===== config.mk =====
export PLATFORM = sky130hd
export DESIGN_NAME = cp0
export DESIGN_NICKNAME = d
export VERILOG_FILES = /design/src/rtl/cp0_pkg.sv /design/src/rtl/cp0.sv
export SDC_FILE = /design/constraint.sdc
export NUM_CORES = 1
export LEC_CHECK = 0
export BUFFER_PORTS_ARGS = -buffer_cell sky130_fd_sc_hd__buf_4
export CORE_MARGIN = 5
export CORE_UTILIZATION = 52
export CTS_BUF_LIST = sky130_fd_sc_hd__clkbuf_4
export CTS_CLUSTER_SIZE = 30
export DETAILED_ROUTE_END_ITERATION = 8
export PLACE_DENSITY_LB_ADDON = 0.15
export SLEW_MARGIN = 20
export SYNTH_ARGS = -nofsm -noshare
export SYNTH_HDL_FRONTEND = slang
export SYNTH_SLANG_ARGS = --single-unit

===== constraint.sdc =====
create_clock -name clk -period 3 [get_ports clk]
set_clock_uncertainty 0.15 [all_clocks]
set_input_delay 0.15 -clock clk [delete_from_list [all_inputs] [get_ports clk]]
set_output_delay 0.15 -clock clk [all_outputs]
set_load 0.05 [all_outputs]

===== src/rtl/cp0_pkg.sv =====
// Shared CP0 definitions: register addresses, exception codes, handler entry
// and the victim-PC to EPC rule.
package cp0_pkg;

  localparam int unsigned ADDR_W = 5;
  localparam int unsigned DATA_W = 32;
  localparam int unsigned HW_W   = 6;
  localparam int unsigned EXC_W  = 5;

  localparam logic [ADDR_W-1:0] CP0_SR    = 5'd12;
  localparam logic [ADDR_W-1:0] CP0_CAUSE = 5'd13;
  localparam logic [ADDR_W-1:0] CP0_EPC   = 5'd14;

  localparam logic [EXC_W-1:0] EXC_INT     = 5'd0;
  localparam logic [EXC_W-1:0] EXC_ADEL    = 5'd4;
  localparam logic [EXC_W-1:0] EXC_ADES    = 5'd5;
  localparam logic [EXC_W-1:0] EXC_SYSCALL = 5'd8;
  localparam logic [EXC_W-1:0] EXC_RI      = 5'd10;
  localparam logic [EXC_W-1:0] EXC_OV      = 5'd12;

  localparam logic [DATA_W-1:0] HANDLER_ADDR = 32'h0000_4180;

  // A delay-slot victim restarts at its branch, one word earlier.
  function automatic logic [DATA_W-1:0] victim_epc(input logic [DATA_W-1:0] vpc,
                                                   input logic bd);
    logic [DATA_W-1:0] aligned;
    aligned = {vpc[DATA_W-1:2], 2'b00};
    return bd ? aligned - DATA_W'(4) : aligned;
  endfunction

endpackage


===== src/rtl/cp0.sv =====
// Coprocessor-0 at the M stage: SR/Cause/EPC, zero-latency exception and
// interrupt request, mfc0 read port, mtc0 writes and eret.
module cp0
  import cp0_pkg::*;
#(
  parameter logic [31:0] HANDLER_PC = HANDLER_ADDR
) (
  input  logic        clk,
  input  logic        reset,
  input  logic        en,
  input  logic [4:0]  CP0Add,
  input  logic [31:0] CP0In,
  input  logic [31:0] VPC,
  input  logic        BDIn,
  input  logic [4:0]  ExcCodeIn,
  input  logic [5:0]  HWInt,
  input  logic        EXLClr,
  output logic [31:0] CP0Out,
  output logic [31:0] EPCOut,
  output logic        Req
);

  logic [HW_W-1:0]   im;
  logic              exl;
  logic              ie;
  logic              bd;
  logic [HW_W-1:0]   ip;
  logic [EXC_W-1:0]  exc_code;
  logic [DATA_W-1:0] epc;

  logic int_req;
  logic exc_req;

  assign int_req = (|(HWInt & im)) & ie & ~exl;
  assign exc_req = (ExcCodeIn != EXC_INT) & ~exl;
  // Reset must drop the request without waiting for an edge.
  assign Req     = ~reset & (int_req | exc_req);

  always_ff @(posedge clk or posedge reset) begin
    if (reset) begin
      im       <= '0;
      exl      <= 1'b0;
      ie       <= 1'b0;
      bd       <= 1'b0;
      ip       <= '0;
      exc_code <= '0;
      epc      <= '0;
    end else begin
      ip <= HWInt;
      if (Req) begin
        exl      <= 1'b1;
        exc_code <= int_req ? EXC_INT : ExcCodeIn;
        bd       <= BDIn;
        epc      <= victim_epc(VPC, BDIn);
      end else begin
        if (en && CP0Add == CP0_SR) begin
          im  <= CP0In[15:10];
          exl <= CP0In[1];
          ie  <= CP0In[0];
        end else if (en && CP0Add == CP0_EPC) begin
          epc <= {CP0In[31:2], 2'b00};
        end
        if (EXLClr) exl <= 1'b0;
      end
    end
  end

  always_comb begin
    CP0Out = '0;
    case (CP0Add)
      CP0_SR:    CP0Out = {16'b0, im, 8'b0, exl, ie};
      CP0_CAUSE: CP0Out = {bd, 15'b0, ip, 3'b0, exc_code, 2'b00};
      CP0_EPC:   CP0Out = epc;
      default:   CP0Out = '0;
    endcase
  end

  assign EPCOut = epc;

  // Handler address is consumed by fetch; bits below are intentionally unread.
  logic unused_ok;
  assign unused_ok = ^{HANDLER_PC, CP0In[31:16], CP0In[9:2], VPC[1:0]};

endmodule


# Yosys cells after proc, flatten, opt, wreduce, memory -nomap -nowiden
# Index checks and enable logic that the tools add are counted.
[totals]
word_cells = 38
regBits = 52
input_bits = 85
[op_classes]
muxes = 9
n_addsub = 1
eq_ne = 4
n_bitwise = 9
reduce_logical = 8
[ops]
columns = ["operator", "count"]
rows = [
  ["$mux 32", 4],
  ["$pmux 32 s3", 1],
  ["$sub 32x3->32 const B", 1],
  ["$eq 5x4->1 const B", 3],
  ["$and 6x6->6", 1],
  ["$reduce_or 6->1", 1],
  ["$mux 5", 1],
  ["$reduce_bool 5->1", 1],
  ["$and 1x1->1", 4],
  ["$reduce_and 2->1", 2],
  ["$mux 1", 3],
  ["$not 1->1", 3],
  ["$reduce_bool 3->1", 1],
  ["$logic_and 1x1->1", 2],
  ["$ne 2x2->1 const B", 1],
  ["$reduce_bool 2->1", 1],
  ["$or 1x1->1", 1],
]

# Longest topological paths before layout
[logic_depth]
ltp_word = 8
ltp_mapped = 8

# Worst setup path before layout
# No wires, ideal clock.
[synth_timing]
kind = "input port to output port"
from = "input port CP0Add[0]"
to = "output port CP0Out[10]"
arrival_ps = 2047
stages = 6
path_slack_ps = 653
path_cell_list = "buf_2 > nor4b_1 > clkbuf_1 > buf_2 > nand2_1 > o21ai_0"
[synth_via]
elab_chain_len = 2
elab_cells_between_ends = 4
classes_between = "eq/ne: 3; mux: 1"
[synth_rtl]
columns = ["item", "line_no", "source"]
rows = [
  ["start: declaration", "cp0.sv:11", "input logic [4:0] CP0Add,"],
  ["$eq 5x4->1", "cp0.sv:70", "case (CP0Add)"],
  ["$pmux 32 s3 (*)", "cp0.sv:70", ""],
  ["end: declaration", "cp0.sv:18", "output logic [31:0] CP0Out,"],
]
# Every way passes the cells marked *; elsewhere a longest branch is shown, timed or not.

# Worst setup path in the final report
[layout_timing]
from = "input port VPC[8]"
to = "register epc[29], in the netlist EPCOut[29]"
[layout_via]
elab_chain_len = 3
[layout_rtl]
columns = ["item", "line_no", "source"]
rows = [
  ["start: declaration", "cp0.sv:13", "input logic [31:0] VPC,"],
  ["$sub 32x3->32", "cp0_pkg.sv:28", "return bd ? aligned - DATA_W'(4) : aligned;"],
  ["$mux 32", "cp0_pkg.sv:28", ""],
  ["$mux 32", "cp0.sv:50", "if (Req) begin"],
  ["end signal: assignment", "cp0.sv:54", "epc <= victim_epc(VPC, BDIn);"],
  ["end signal: assignment", "cp0.sv:61", "epc <= {CP0In[31:2], 2'b00};"],
  ["end: declaration", "cp0.sv:29", "logic [DATA_W-1:0] epc;"],
]
# Every way passes these cells.
# A chain may end at the register's enable or synchronous reset.

==> results.py <==
metrics = {
    "outcome": {
        "status": "finished clean",
    },
    "layout": {
        "nets": 603,
        "final_layout_size_suffix_gt1_share_pct": 34.2,
        "antenna_cells": 0,
        "area_growth_pct": 58.9,
        "final_common_cell": "buf_4",
        "mostFrequentLayoutCells": "buf_4, dlygate4sd3_1, dfrtp_1, and3_1, a211oi_1",
    },
    "timing": {
        "slew_headroom_pct": 31.9,
        "fin_setup_tns_ns": 0,
        "hold_violations": 0,
        "period_needed_ns": 2.87,
        "timing.fmax_mhz": 349,
        "rsz0062_at_grt": "no",
        "setup_viol": 0,
        "holdWs_ns": 0.0223,
        "slew_viol_final": 0,
        "worstMarginPinSlew_ns": 1.02,
        "finalCritPeriodShare_pct": 95.5,
    },
    "setup_path": {
        "crit_chain": "dlygate4sd3_1, buf_4, nor4_2, nand3_2, nor4b_1, xnor2_1, dlygate4sd3_1, a21oi_1",
        "crit_slowest_cell": "nor4_2",
        "worstPathRequired_ns": 3.09,
        "critPathKind": "input port to flop",
        "max_stage_delay_ns": 0.60,
        "cp_data_arrival_time_ns": 2.96,
        "critPathMaxFanout": 10,
        "crit_top_cell": "dlygate4sd3_1",
        "start_kind": "input port",
        "end_kind": "flop",
    },
    "synthesis": {
        "syn-cell-area_um2": 3090,
        "syn_area_per_cell_um2": 9.66,
        "synth_edf_count": 0,
        "yosysWarnings": 0,
        "async_reset_ff_share_pct": 100,
        "yosysSeqAreaShare_pct": 40.5,
        "ys_ff_latch": 50,
        "synth.distinct_cells": 45,
        "synthFlopType": "dfrtp_1",
        "syn_inst": 320,
    },
    "global_routing": {
        "grtUsageMet3_pct": 4.73,
        "antenna_found_initial": 0,
        "grt_max_degree": 62,
        "grt_use_total_pct": 28.9,
        "grt_pass1_vias": 3507,
        "grt-busiest-layer": "met2",
        "use_met2_pct": 52.2,
        "grt_use_met1_pct": 34.1,
        "grt_pass1_wl_um": 17300,
        "overflow": 0,
    },
    "floorplan": {
        "core_um2": 5850,
        "initial_core_util_pct": 52.8,
        "rows": 28,
        "ioPinCount": 150,
        "die_w_um": 87.1,
        "die_area_um2": 7590,
        "die_y_um": 87.1,
    },
    "routing": {
        "drc": 0,
        "drt-total-wl_um": 10900,
        "drt_pass1_iterations": 4,
        "wl_per_cell_um": 18.4,
        "ant_nets": 0,
        "drtIter0Drc": 197,
        "routed_via_density": 5.65,
        "dr_total_vias": 3346,
    },
    "job": {
        "maxCapViolations": 0,
    },
    "clocking": {
        "cts-root-buf": "clkbuf_4",
        "clk_latency_ns": 0.36,
        "cts_inserted_buffers": 5,
        "clk_path_buf_depth": 2,
        "cts_tree": "built",
        "post_cts_buffers": 0,
        "htree_levels": 2,
        "cts_sinks": 50,
        "cts.clk_slew.worst_paths_ns": 0.15,
    },
    "placement": {
        "place_congestion": 0.850,
        "io_buffer_count": 145,
        "dp_hpwl_um": 6750,
    },
    "pwr": {
        "p_int_mw": 1.39,
        "swShare_pct": 41.1,
        "cellLeakagePower_nw": 2.32,
        "vdd_drop_max_uv": 318,
        "seqPwrFrac_pct": 39.2,
        "p_comb_share_pct": 44.3,
        "clkPwrFrac_pct": 16.5,
        "power.switching_mw": 0.970,
        "power_density_nw_per_um2": 480,
    },
    "hold_path": {
        "hp-class": "input port to flop",
    },
}
## state kept, by name, summed over array words and instances (netlist names)
signal    flops
exl           1
ip            6
im            6
bd            1
exc_code      5
EPCOut       30
ie            1
## cells in the mapped netlist, drive strengths merged (4+ instances only)
library cell,instances,area share (%)
dfrtp,50,40
and3,23,4.7
a211oi,22,5.3
a21oi,21,3.4
and2,20,4.0
xnor2,20,5.7
nand2,19,2.3
o21ai,16,2.6
mux2i,15,4.9
a22o,14,4.0
clkbuf,14,1.7
nor2,9,1.1
nor4,9,3.1
buf,8,1.7
mux2,8,2.9
nor3,7,1.1
xor2,7,2.0
nand3,6,1.1
inv,5,0.61
or3,5,1.2
or4,5,1.5
nor4b,4,1.3
## area by class of cell
type | instances | area [µm²]
tap | 75 | 93.8
sequential | 50 | 1250
clock inverter | 2 | 38.8
fill | 362 | 938
clock buffer | 5 | 37.5
timing repair buffer | 211 | 1740
multi-input combinational | 244 | 1730
inverter | 5 | 22.5
## metrics by stage
| step | area [µm²] | setup WS, ns | instances | utilization (%) | total power, mW |
|---|---|---|---|---|---|
| 2_1_floorplan | 3100 | 0.653 | 321 | - | 1.51 |
| 3_3_place_gp | 4200 | 0.716 | 522 | 71.8 | 1.84 |
| 3_5_place_dp | 4200 | 0.713 | 522 | 71.8 | 1.87 |
| 4_1_cts | 4910 | 0.116 | 592 | 83.9 | 2.35 |
| 5_1_grt | 4910 | 0.0255 | 592 | 84.0 | 2.46 |
| 6_report | 4910 | 0.135 | 592 | 84.0 | 2.36 |
## timing repair
item | CTS | global route
setup endpoints to repair | 0 | 6
hold buffers | 63 | 0
endpoints found under the hold margin | 100 | 0
resized for setup | 0 | 2
## cell families (layout without fill, tap and decap cells)
family	count (synthesis)	count (layout)	synth area share, %
AND/OR/NAND/NOR	112	112	22.8
multiplexers	23	23	7.77
AO/OA/AOI/OAI	79	79	16.8
adder cells (fa/ha/maj)	1	1	0.405
buffers and inverters	27	223	4.01
other	1	2	0.121
XOR/XNOR	27	27	7.65
flip-flops	50	50	40.5
## power groups by stage
stage                     registers, mW  clock network, mW  logic, mW
after floorplan                    1.24                  0      0.278
after global placement            0.923                  0      0.920
after detailed placement          0.930                  0      0.935
after CTS                         0.916              0.398       1.03
after global routing              0.941              0.419       1.10
final                             0.925              0.389       1.05
## worst max-delay path: cells and delay by family
family,cells,cell delay [ns]
AOI/OAI and AO/OA,1,0.06
xor gates and xnor gates,1,0.16
buffers and inverters,3,1.23
and+or+nand+nor,3,1.36
## worst paths after layout
path	cells past startpoint	slack [ns]	end	start
worst max register to register	7	0.25	EPCOut[3]	im[3]
min in group asynchronous	3	0.35	EPCOut[2]	reset
worst min-delay path	4	0.02	EPCOut[29]	CP0In[29]
max in group asynchronous	3	1.84	EPCOut[24]	reset
worst max-delay path	8	0.13	EPCOut[29]	VPC[8]
worst min register to register	1	0.38	exc_code[1]	exc_code[1]
## routing by layer
metal | part of all wire, % | vias up
met1 | 37 | 1617
li1 | - | 1567
met2 | 54 | 141
met3 | 6.9 | 21
met5 | 0 | -
met4 | 2.3 | 0
Note: power is estimated with default switching activity, not from simulation.
